## config.mk

```make
export PLATFORM = sky130hd
export DESIGN_NAME = seq_window_detector
export DESIGN_NICKNAME = d
export VERILOG_FILES = /design/src/rtl/seq_det_pkg.sv /design/src/rtl/seq_det_pattern_match.sv /design/src/rtl/seq_window_detector.sv
export SDC_FILE = /design/constraint.sdc
export NUM_CORES = 1
export LEC_CHECK = 0
export ABC_AREA = 0
export CAP_MARGIN = 20
export CELL_PAD_IN_SITES_DETAIL_PLACEMENT = 0
export CELL_PAD_IN_SITES_GLOBAL_PLACEMENT = 1
export CORE_MARGIN = 4
export CORE_UTILIZATION = 45
export DETAILED_ROUTE_END_ITERATION = 8
export DONT_BUFFER_PORTS = 1
export GPL_TIMING_DRIVEN = 1
export HOLD_SLACK_MARGIN = 0.08
export PLACE_DENSITY_LB_ADDON = 0.1
export SYNTH_ARGS = -nofsm -noshare
export SYNTH_HDL_FRONTEND = slang
export SYNTH_SLANG_ARGS = --single-unit
```

## constraint.sdc

```tcl
create_clock -name clk -period 2 [get_ports clk]
set_input_delay 0.3 -clock clk [delete_from_list [all_inputs] [get_ports clk]]
set_output_delay 0.3 -clock clk [all_outputs]
set_load 0.02 [all_outputs]
```

## src/rtl/seq_det_pkg.sv

```systemverilog
// Shared types and helpers for the sliding-window serial pattern detector.
// Holds the FSM encoding, the mode constants and the index-width helper.
package seq_det_pkg;

    typedef enum logic {
        FILL  = 1'b0,
        ARMED = 1'b1
    } det_state_e;

    localparam logic MODE_OVL  = 1'b0;
    localparam logic MODE_NOVL = 1'b1;

    // Width of a slot index; a single-slot table still gets a 1-bit index.
    function automatic int idx_width(input int n);
        return (n <= 1) ? 1 : $clog2(n);
    endfunction

endpackage

```

## src/rtl/seq_det_pattern_match.sv

```systemverilog
// One masked comparator: hit when enabled and every compared bit of the
// window equals the programmed pattern bit.
module seq_det_pattern_match #(
    parameter int WIN = 3
) (
    input  logic [WIN-1:0] win_i,
    input  logic [WIN-1:0] val_i,
    input  logic [WIN-1:0] mask_i,
    input  logic           en_i,
    output logic           hit_o
);

    assign hit_o = en_i && (((win_i ^ val_i) & mask_i) == '0);

endmodule

```

## src/rtl/seq_window_detector.sv

```systemverilog
// Serial bit-stream detector: a WIN-bit sliding window compared against NPAT
// programmable masked patterns, with overlap / non-overlap modes and a match counter.
module seq_window_detector
    import seq_det_pkg::*;
#(
    parameter  int WIN   = 3,
    parameter  int NPAT  = 2,
    parameter  int CNT_W = 8,
    localparam int IDX_W = idx_width(NPAT)
) (
    input  logic             clk,
    input  logic             reset,
    input  logic             in,
    input  logic             in_valid,
    input  logic             mode,
    input  logic             pat_wr,
    input  logic [IDX_W-1:0] pat_idx,
    input  logic [WIN-1:0]   pat_val,
    input  logic [WIN-1:0]   pat_mask,
    input  logic             pat_en,
    input  logic             cnt_clr,
    output logic             out,
    output logic [NPAT-1:0]  match_vec,
    output logic [CNT_W-1:0] match_cnt,
    output logic             armed
);

    localparam int                FILL_W    = $clog2(WIN + 1);
    localparam logic [FILL_W-1:0] FILL_FULL = FILL_W'(WIN);
    localparam logic [CNT_W-1:0]  CNT_MAX   = '1;

    // Only the WIN-1 newest bits need storing: the oldest bit of the current
    // window is always shifted out before the next comparison.
    logic [WIN-2:0]   hist_q;
    logic [FILL_W-1:0] fill_q;
    det_state_e        state_q;
    logic              armed_q;
    logic              out_q;
    logic [NPAT-1:0]   match_vec_q;
    logic [CNT_W-1:0]  match_cnt_q;

    logic [WIN-1:0]    pat_val_q  [NPAT];
    logic [WIN-1:0]    pat_mask_q [NPAT];
    logic [NPAT-1:0]   pat_en_q;

    logic [WIN-1:0]    win_d;
    logic [FILL_W-1:0] fill_d;
    logic              full_d;
    logic              cmp_en;
    logic [NPAT-1:0]   hit;
    logic              any_hit;
    logic              novl_clear;

    always_comb begin
        win_d      = {hist_q, in};
        fill_d     = (fill_q == FILL_FULL) ? fill_q : fill_q + FILL_W'(1);
        full_d     = (fill_d == FILL_FULL);
        cmp_en     = in_valid && full_d;
        any_hit    = |hit;
        novl_clear = any_hit && (mode == MODE_NOVL);
    end

    // Comparators see the post-shift window and the table as it stood before this edge.
    for (genvar g = 0; g < NPAT; g++) begin : g_match
        seq_det_pattern_match #(
            .WIN(WIN)
        ) u_match (
            .win_i (win_d),
            .val_i (pat_val_q[g]),
            .mask_i(pat_mask_q[g]),
            .en_i  (pat_en_q[g] & cmp_en),
            .hit_o (hit[g])
        );
    end

    always_ff @(posedge clk) begin
        if (reset) begin
            hist_q      <= '0;
            fill_q      <= '0;
            state_q     <= FILL;
            armed_q     <= 1'b0;
            out_q       <= 1'b0;
            match_vec_q <= '0;
            match_cnt_q <= '0;
            pat_en_q    <= '0;
            for (int k = 0; k < NPAT; k++) begin
                pat_val_q[k]  <= '0;
                pat_mask_q[k] <= '0;
            end
        end else begin
            out_q       <= any_hit;
            match_vec_q <= hit;

            if (in_valid) begin
                hist_q <= win_d[WIN-2:0];
                fill_q <= novl_clear ? '0 : fill_d;
            end

            case (state_q)
                FILL: begin
                    if (in_valid && full_d && !novl_clear) begin
                        state_q <= ARMED;
                        armed_q <= 1'b1;
                    end
                end
                ARMED: begin
                    if (novl_clear) begin
                        state_q <= FILL;
                        armed_q <= 1'b0;
                    end
                end
            endcase

            // Clear wins over a same-edge increment.
            if (cnt_clr) begin
                match_cnt_q <= '0;
            end else if (any_hit && (match_cnt_q != CNT_MAX)) begin
                match_cnt_q <= match_cnt_q + CNT_W'(1);
            end

            for (int k = 0; k < NPAT; k++) begin
                if (pat_wr && (pat_idx == IDX_W'(k))) begin
                    pat_val_q[k]  <= pat_val;
                    pat_mask_q[k] <= pat_mask;
                    pat_en_q[k]   <= pat_en;
                end
            end
        end
    end

    assign out       = out_q;
    assign match_vec = match_vec_q;
    assign match_cnt = match_cnt_q;
    assign armed     = armed_q;

endmodule

```

# Word-level counts from Yosys, hierarchy flattened
# Memory sizes are Yosys's and may differ from the RTL's.
# Index checks and enable logic that the tools add are counted.
# word_totals
register_bits	19
ram_bits	12
in_bits	15
out_inout_bits	12
wordCells	64
n_memories	2
# mem_list
memory	depth	word_bits	read_ports	rd_clocked_by_memory_dff	write_ports	line_no	rtl
pat_mask_q	2	3	2	0	2	seq_window_detector.sv:43	logic [WIN-1:0] pat_mask_q [NPAT];
pat_val_q	2	3	2	0	2	seq_window_detector.sv:42	logic [WIN-1:0] pat_val_q [NPAT];
# op_classes
add_sub_neg	2
n_eq_ne	5
n_mux	20
bitwise_logic	12
n_reduce_logical	14
# op_table
cell	count
1-bit two-way mux	12
3-bit two-way mux	4
8-bit by 1-bit adder with 8-bit output (second input constant)	1
1-bit logical AND	8
8-bit != test (second input constant)	1
3-bit bitwise AND	2
3-bit zero test	2
3-bit XOR	2
2-bit == test (second input constant)	2
2-bit two-way mux	2
1-bit bitwise OR	4
1-bit case mux with 2 select lines	2
2-bit OR reduction	2
2-bit by 1-bit adder with 2-bit output (second input constant)	1
1-bit bitwise AND	2
2-bit by 1-bit != test with 1-bit output (second input constant)	1
2-bit != test (second input constant)	1
1-bit NOT	2
2-bit AND reduction	1
1-bit zero test	1

# Longest topological paths before layout
# Gate-level depths: netlist (run 1).
# depth
ltp_word	12
ltp_mapped	7
depth_no_buf	7

# Cells and area by module
# A second synthesis (run 1) with hierarchy kept.
# hier_totals
cells_unflattened	118
area_unflattened_um2	1281.2
# by_module_without_submodules
mod	n_inst	cells_per_inst	area_per_inst_um2
seq_window_detector	1	106	1193.6
seq_det_pattern_match	2	6	43.8

# Worst setup path before layout (run 1)
# OpenSTA, ideal clock, no wires.
# synth_path
path_type	register -> register
startpoint	memory pat_val_q[0][0]
endpoint	register match_cnt_q[7], in the netlist match_cnt[7]
arrival_time_ns	1.674
required_ns	1.930
slack_ns	0.256
path_stages_with_launch	7
path_buffers	0
cell_sequence	edfxtp_1 xor2_1 a22oi_2 nand4b_4 and2_4 or4_1 a21oi_1
# synth_rtl
element	line_no	rtl
start: declaration	seq_window_detector.sv:42	
end signal: assignment	seq_window_detector.sv:118	match_cnt_q <= match_cnt_q + CNT_W'(1);
end: declaration	seq_window_detector.sv:40	logic [CNT_W-1:0] match_cnt_q;

==> run_results.csv, run 1 <==
group,metric,value,unit
placement,detailed_place_hpwl,1890,um
yosys,synth.cell_area,0.00132,mm^2
global_routing,global_route.overflow_total,0,
critical_path,endpoint_kind,"register",
timing,grt_setup_unrepaired,"false",
yosys,synth-seq-area-share,56.2,%
die,coreArea,0.00278,mm^2
timing,setup_viol_count_final,0,
die,die_h,62.1,um
timing,final_worst_path_cycle_share,93.3,%
layout,number_of_inserted_filler_cells_in_the_final_layout,239,
placement,postPlaceCellArea,0.00137,mm^2
worst_hold_path,worst_hold_path_type,"in2reg",
critical_path,required_time_of_the_critical_path,2.26,ns
yosys,synth_cell_type_count,33,
outcome,outcome,"finished clean",
power,p_leak,0.575,nW
critical_path,worst-path-max-fanout,6,
clock_network,tritoncts_buffer_count,5,
die,core.rowCount,19,
clock_network,htree_num_levels,2,
global_routing,first_global_vias,865,
route,detail_route.first_pass.iterations,4,
route,remaining_drc_errors,0,
power,ir_drop,0.535,mV
critical_path,arrival,2.12,ns
placement,port-buffer-count,0,
yosys,ys.warnings.count,0,
clock_network,post_cts_buffers,0,
layout,area_delta_synth_final,9.59,%
route,route.antenna.remaining_nets,0,
timing,final_clock_skew,0.00537,ns
timing,worstMarginPinSlew,0.426,ns
yosys,synth_top_area_share,28.9,%
route,vias_per_cell,5.51,
global_routing,maximum_number_of_pins_on_one_net_before_global_route_repair,12,
clock_network,worst_skew_pair.late_latency,0.32,ns
route,drt-wirelength-per-cell,15.2,um
layout,final_layout_size_suffix_gt1_share,12.6,%
timing,relSlewSlack,71.5,%
timing,slew_violations,0,
placement,globalplace.congestion,0.815,
die,top_level_ports,27,
power,cellPowerDensity,792,mW/mm^2
clock_network,cts.clk_slew.worst_paths,0.09,ns
critical_path,startpoint_type,"register",
timing,finalSetupTns,0,ns
timing,fmaxAchievable,536,MHz
yosys,post_synth.cell_area_avg,10.5,um^2
clock_network,clk_path_buf_depth,2,
layout,final_design_area_no_fill,0.00144,mm^2
global_routing,first_pass_grt_wire_length,4130,um
yosys,syn_inst,125,
global_routing,antenna_violations_before_repair,0,
route,initialDrtViolationCount,32,
timing,final_hold_viol_count,0,
route,wirelength,2520,um
layout,layout.nets,150,
clock_network,cts.root.buffer_cell,"sky130_fd_sc_hd__clkbuf_4",
clock_network,tritoncts,"done",
yosys,syn-num-nets,141,
clock_network,number_of_clock_sinks,31,
yosys,yosys.area.top_type,"sky130_fd_sc_hd__dfxtp_1",
timing,layout_min_cycle_time,1.87,ns
die,fp.dieArea,0.00386,mm^2
critical_path,criticalPathCategory,"reg2reg",
layout,antennaDiodeCount,0,
global_routing,track_usage,13.9,%
yosys,ys_top_cells_by_area,"sky130_fd_sc_hd__dfxtp_1 (29%), sky130_fd_sc_hd__edfxtp_1 (27%), sky130_fd_sc_hd__nand2_1 (4.0%), sky130_fd_sc_hd__xor2_1 (4.0%), sky130_fd_sc_hd__a21oi_1 (3.8%)",
die,die-width,62.1,um
die,initial_util,47.4,%
job,drv_cap,0,
yosys,synth-seq-cells,31,
clock_network,cts_repair_resize_count,0,
route,detailroute.via_count,914,
==> kinds of logic after synthesis <==
| family | Yosys count | synth area share (%) |
|---|---|---|
| buf+inv | 4 | 1.23 |
| flops | 31 | 56.2 |
| simple gates | 56 | 23.0 |
| xor+xnor | 7 | 4.65 |
| fa+ha+maj | 1 | 0.950 |
| compound gates | 21 | 10.2 |
| mux | 5 | 3.80 |
==> registers in the layout, indices dropped and copies added, names as in the netlist <==
name,flops
match_cnt,8
pat_mask_q,6
pat_val_q,6
fill_q,2
hist_q,2
match_vec,2
pat_en_q,2
armed,1
out,1
state_q,1
==> worst max-delay path, cell delays in order (launching register included) <==
cell	delay, ns
sky130_fd_sc_hd__edfxtp_1	0.39
sky130_fd_sc_hd__xor2_1	0.16
sky130_fd_sc_hd__a22oi_2	0.23
sky130_fd_sc_hd__nand4b_4	0.17
sky130_fd_sc_hd__and2_4	0.21
sky130_fd_sc_hd__or4_1	0.50
sky130_fd_sc_hd__a21oi_1	0.15
==> cells in the final DEF, fill, tap and decap left out, types with 5 or more instances in the layout <==
cell                       netlist  routed
sky130_fd_sc_hd__nor2_1         11      11
sky130_fd_sc_hd__clkbuf_4        0       5
sky130_fd_sc_hd__and2_1          6       6
sky130_fd_sc_hd__dfxtp_1        19      19
sky130_fd_sc_hd__a21oi_1        10      10
sky130_fd_sc_hd__nand3_1         5       5
sky130_fd_sc_hd__mux2i_1         5       5
sky130_fd_sc_hd__nand2_1        14      14
sky130_fd_sc_hd__xor2_1          6       6
sky130_fd_sc_hd__edfxtp_1       12      12
==> what timing repair did <==
item                                    in CTS  in global routing
hold endpoints to repair                    11                  0
endpoints found under the setup margin       0                  0
hold buffers                                 1                  0
==> synthesized netlist by cell type <==
| master | count |
|---|---|
| sky130_fd_sc_hd__o21ai_0 | 3 |
| sky130_fd_sc_hd__nor2b_1 | 2 |
| sky130_fd_sc_hd__o41ai_1 | 1 |
| sky130_fd_sc_hd__xnor2_1 | 1 |
| sky130_fd_sc_hd__clkbuf_1 | 2 |
| sky130_fd_sc_hd__buf_2 | 1 |
| sky130_fd_sc_hd__or3_1 | 4 |
| sky130_fd_sc_hd__mux2i_1 | 5 |
| sky130_fd_sc_hd__a21boi_0 | 1 |
| sky130_fd_sc_hd__xor2_1 | 6 |
| sky130_fd_sc_hd__nand2b_1 | 3 |
| sky130_fd_sc_hd__a21oi_1 | 10 |
| sky130_fd_sc_hd__nor2_1 | 11 |
| sky130_fd_sc_hd__edfxtp_1 | 12 |
| sky130_fd_sc_hd__ha_1 | 1 |
| sky130_fd_sc_hd__a22oi_2 | 1 |
| sky130_fd_sc_hd__o22ai_1 | 1 |
| sky130_fd_sc_hd__or2_1 | 1 |
| sky130_fd_sc_hd__and2_4 | 1 |
| sky130_fd_sc_hd__or4_1 | 1 |
| sky130_fd_sc_hd__nand4b_4 | 1 |
| sky130_fd_sc_hd__nand4_1 | 2 |
| sky130_fd_sc_hd__a22oi_1 | 1 |
| sky130_fd_sc_hd__and4b_1 | 1 |
| sky130_fd_sc_hd__inv_1 | 1 |
| sky130_fd_sc_hd__dfxtp_1 | 19 |
| sky130_fd_sc_hd__and2_1 | 6 |
| sky130_fd_sc_hd__and3_1 | 1 |
| sky130_fd_sc_hd__nor3_1 | 3 |
| sky130_fd_sc_hd__nand3_1 | 5 |
| sky130_fd_sc_hd__nand2_1 | 14 |
| sky130_fd_sc_hd__a21oi_2 | 1 |
| sky130_fd_sc_hd__a31o_2 | 2 |
==> through the flow <==
step / utilization, % / hold slack [ns] / power (mW) / setup WS (ns) / cells
6_report: 51.9 / 0.117 / 1.14 / 0.133 / 166
5_1_grt: 51.9 / 0.0955 / 1.20 / 0.0292 / 166
2_1_floorplan: - / 0.437 / 0.774 / 0.256 / 125
3_5_place_dp: 49.4 / 0.372 / 0.782 / 0.162 / 157
3_3_place_gp: 49.4 / 0.372 / 0.781 / 0.227 / 157
4_1_cts: 51.9 / 0.104 / 1.16 / 0.135 / 166
==> per-layer routing <==
layer  GRT usage, %  part of all wire, %  wire (um)
met1           17.5                   48       1210
met4           8.94                  2.8         70
met5              0                    0          0
met3           6.67                  8.1        203
met2           18.8                   41       1040
==> worst paths after layout <==
check | start | end | slack, ns | cells past startpoint
setup / recovery | pat_val_q[0][0]$_DFFE_PP_ | match_cnt[7]$_SDFFE_PP0P_ | 0.13 | 6
hold / removal | pat_en | pat_en_q[1]$_SDFFE_PP0P_ | 0.12 | 2
setup reg to reg | pat_val_q[0][0]$_DFFE_PP_ | match_cnt[7]$_SDFFE_PP0P_ | 0.13 | 6
hold reg to reg | pat_en_q[1]$_SDFFE_PP0P_ | pat_en_q[1]$_SDFFE_PP0P_ | 0.47 | 2
==> power breakdown <==
group	leakage (nW)	switching (mW)	internal, mW
combinational	0.264	0.0358	0.0293
sequential	0.276	0.0182	0.688
clock	0.0353	0.203	0.170
total	0.575	0.257	0.888
==> cell type report <==
class                           instances  area (um^2)  share of cell area [%]
Inverter                                1         3.75                   0.260
Multi-Input combinational cell         90          561                    38.8
Clock inverter                          1         5.00                   0.347
Timing Repair Buffer                    5         40.0                    2.77
Tap cell                               31         38.8                    2.69
Clock buffer                            7         55.1                    3.81
Sequential cell                        31          741                    51.3
Power figures use the tool's default switching activity.
==> run 2: changes to the inputs <==
Settings changed: CAP_MARGIN 20 to unset.
==> results of run 2 <==
Same layout as run 1: the final DEF is identical, and so are final timing and power.
==> run 3: changes to the inputs <==
Settings changed: CELL_PAD_IN_SITES_DETAIL_PLACEMENT 0 to unset, CELL_PAD_IN_SITES_GLOBAL_PLACEMENT 1 to unset, PLACE_DENSITY set to 0.64, PLACE_DENSITY_LB_ADDON 0.1 to unset.
==> run_results.csv, run 3 (synthesis gave the netlist of run 1 again) <==
group,metric,value,unit
clock_network,post_cts_buffers,0,
critical_path,startpoint_type,"register",
power,p_total,1.24,mW
die,die-width,62.1,um
clock_network,cts_repair_resize_count,0,
power,ir_drop,0.695,mV
global_routing,maximum_number_of_pins_on_one_net_before_global_route_repair,12,
critical_path,crit_path_max_incr_delay,0.50,ns
route,initialDrtViolationCount,47,
clock_network,worst_skew_pair.late_latency,0.33,ns
die,coreArea,0.00278,mm^2
clock_network,clk_path_buf_depth,2,
route,wirelength,2530,um
timing,layout_min_cycle_time,1.93,ns
layout,layout.core_utilization,52.0,%
placement,placed_cells,154,
clock_network,postCtsHoldBufs,1,
clock_network,tritoncts_buffer_count,5,
die,core.rowCount,19,
timing,finalWorstSetupSlack,0.0693,ns
layout,max_reg_flops,8,
layout,area_delta_synth_final,9.88,%
layout,most_common_cell_after_layout_fill_and_taps_aside,"sky130_fd_sc_hd__dfxtp_1",
critical_path,criticalPathCategory,"reg2reg",
timing,relSlewSlack,71.0,%
worst_hold_path,worst_hold_path_type,"in2reg",
clock_network,cts.clk_slew.worst_paths,0.10,ns
power,cellPowerDensity,858,mW/mm^2
die,fp.dieArea,0.00386,mm^2
placement,globalplace.congestion,0.836,
route,vias_per_cell,5.46,
route,route.antenna.remaining_nets,0,
timing,setup_viol_count_final,0,
job,drv_cap,0,
global_routing,antenna_violations_before_repair,0,
placement,dp_slack,0.147,ns
die,initial_util,47.4,%
clock_network,number_of_clock_sinks,31,
critical_path,crit_path_top_delay_cell,"sky130_fd_sc_hd__or4_1",
critical_path,arrival,2.20,ns
timing,grt_setup_unrepaired,"false",
outcome,outcome,"finished clean",
layout,final_layout_size_suffix_gt1_share,10.5,%
timing,final_worst_path_cycle_share,96.5,%
timing,final_hold_viol_count,0,
layout,layout_common_cells,"sky130_fd_sc_hd__dfxtp_1 (19), sky130_fd_sc_hd__nand2_1 (14), sky130_fd_sc_hd__edfxtp_1 (12), sky130_fd_sc_hd__nor2_1 (11), sky130_fd_sc_hd__a21oi_1 (10)",
global_routing,track_usage,14.1,%
timing,finalSetupTns,0,ns
clock_network,htree_num_levels,2,
layout,number_of_inserted_filler_cells_in_the_final_layout,264,
layout,final-seq-area,741,um^2
clock_network,tritoncts,"done",
clock_network,cts.root.buffer_cell,"sky130_fd_sc_hd__clkbuf_4",
die,die_h,62.1,um
global_routing,global_route.overflow_total,0,
layout,final_cells,164,
layout,antennaDiodeCount,0,
timing,slew_violations,0,
power,p_leak,0.570,nW
placement,detailed_place_hpwl,1760,um
timing,final_clock_skew,0.0177,ns
global_routing,first_global_vias,821,
placement,port-buffer-count,0,
route,drt-wirelength-per-cell,15.4,um
timing,fmaxAchievable,518,MHz
route,remaining_drc_errors,0,
critical_path,cp_num_buf_inv,0,
critical_path,worst-path-max-fanout,6,
die,top_level_ports,27,
critical_path,worstPathCellList,"xor2_1, a22oi_2, nand4b_4, and2_4, or4_1, a21oi_1",
global_routing,first_pass_grt_wire_length,4130,um
critical_path,cp_top_family,"simple AND/OR/NAND/NOR gates",
route,detailroute.via_count,895,
layout,multi_input_gate_area_in_the_final_layout,561,um^2
layout,layout.nets,148,
critical_path,required_time_of_the_critical_path,2.26,ns
route,detail_route.first_pass.iterations,4,
timing,worstMarginPinSlew,0.434,ns
critical_path,endpoint_kind,"register",
## run 3: cell types whose count changed in the layout (fill, tap and decap cells not counted)
cell,delta
sky130_fd_sc_hd__dlygate4sd3_1,+1
sky130_fd_sc_hd__clkbuf_1,-1
sky130_fd_sc_hd__clkinv_1,+1
sky130_fd_sc_hd__clkbuf_8,-1
sky130_fd_sc_hd__buf_4,-3
sky130_fd_sc_hd__bufinv_16,+1
## run 3: final timing paths
check / start / end / slack [ns] / cells after the start
setup reg to reg: pat_val_q[0][0]$_DFFE_PP_ / match_cnt[7]$_SDFFE_PP0P_ / 0.07 / 6
setup / recovery: pat_val_q[0][0]$_DFFE_PP_ / match_cnt[7]$_SDFFE_PP0P_ / 0.07 / 6
hold reg to reg: pat_en_q[1]$_SDFFE_PP0P_ / pat_en_q[1]$_SDFFE_PP0P_ / 0.48 / 2
hold / removal: pat_en / pat_en_q[0]$_SDFFE_PP0P_ / 0.11 / 2
## run 3: final cells by class
class | instances | area share [%]
clock buffer | 5 | 2.59
clock inverter | 3 | 2.68
inverter | 1 | 0.259
multi-input combinational | 90 | 38.7
sequential | 31 | 51.2
tap | 31 | 2.68
timing repair buffer | 3 | 1.90
## run 3: layer usage
metal  wire length (um)  track usage (%)  vias up
li1                   -                -      460
met1               1230             18.0      409
met2               1100             19.6       20
met3                152             7.39        6
met5                  0                0        -
met4                 53             6.50        0
## run 3: power by group
group	switching (mW)	total, mW	internal [mW]
clock	0.211	0.468	0.257
sequential	0.0175	0.706	0.688
combinational	0.0387	0.0694	0.0306
## run 3: stage by stage
step,hold WS (ns),cell area [um^2]
final,0.113,1450
after global routing,0.0822,1450
after CTS,0.0881,1440
after detailed placement,0.373,1350
after global placement,0.372,1350
after floorplan,0.437,1320
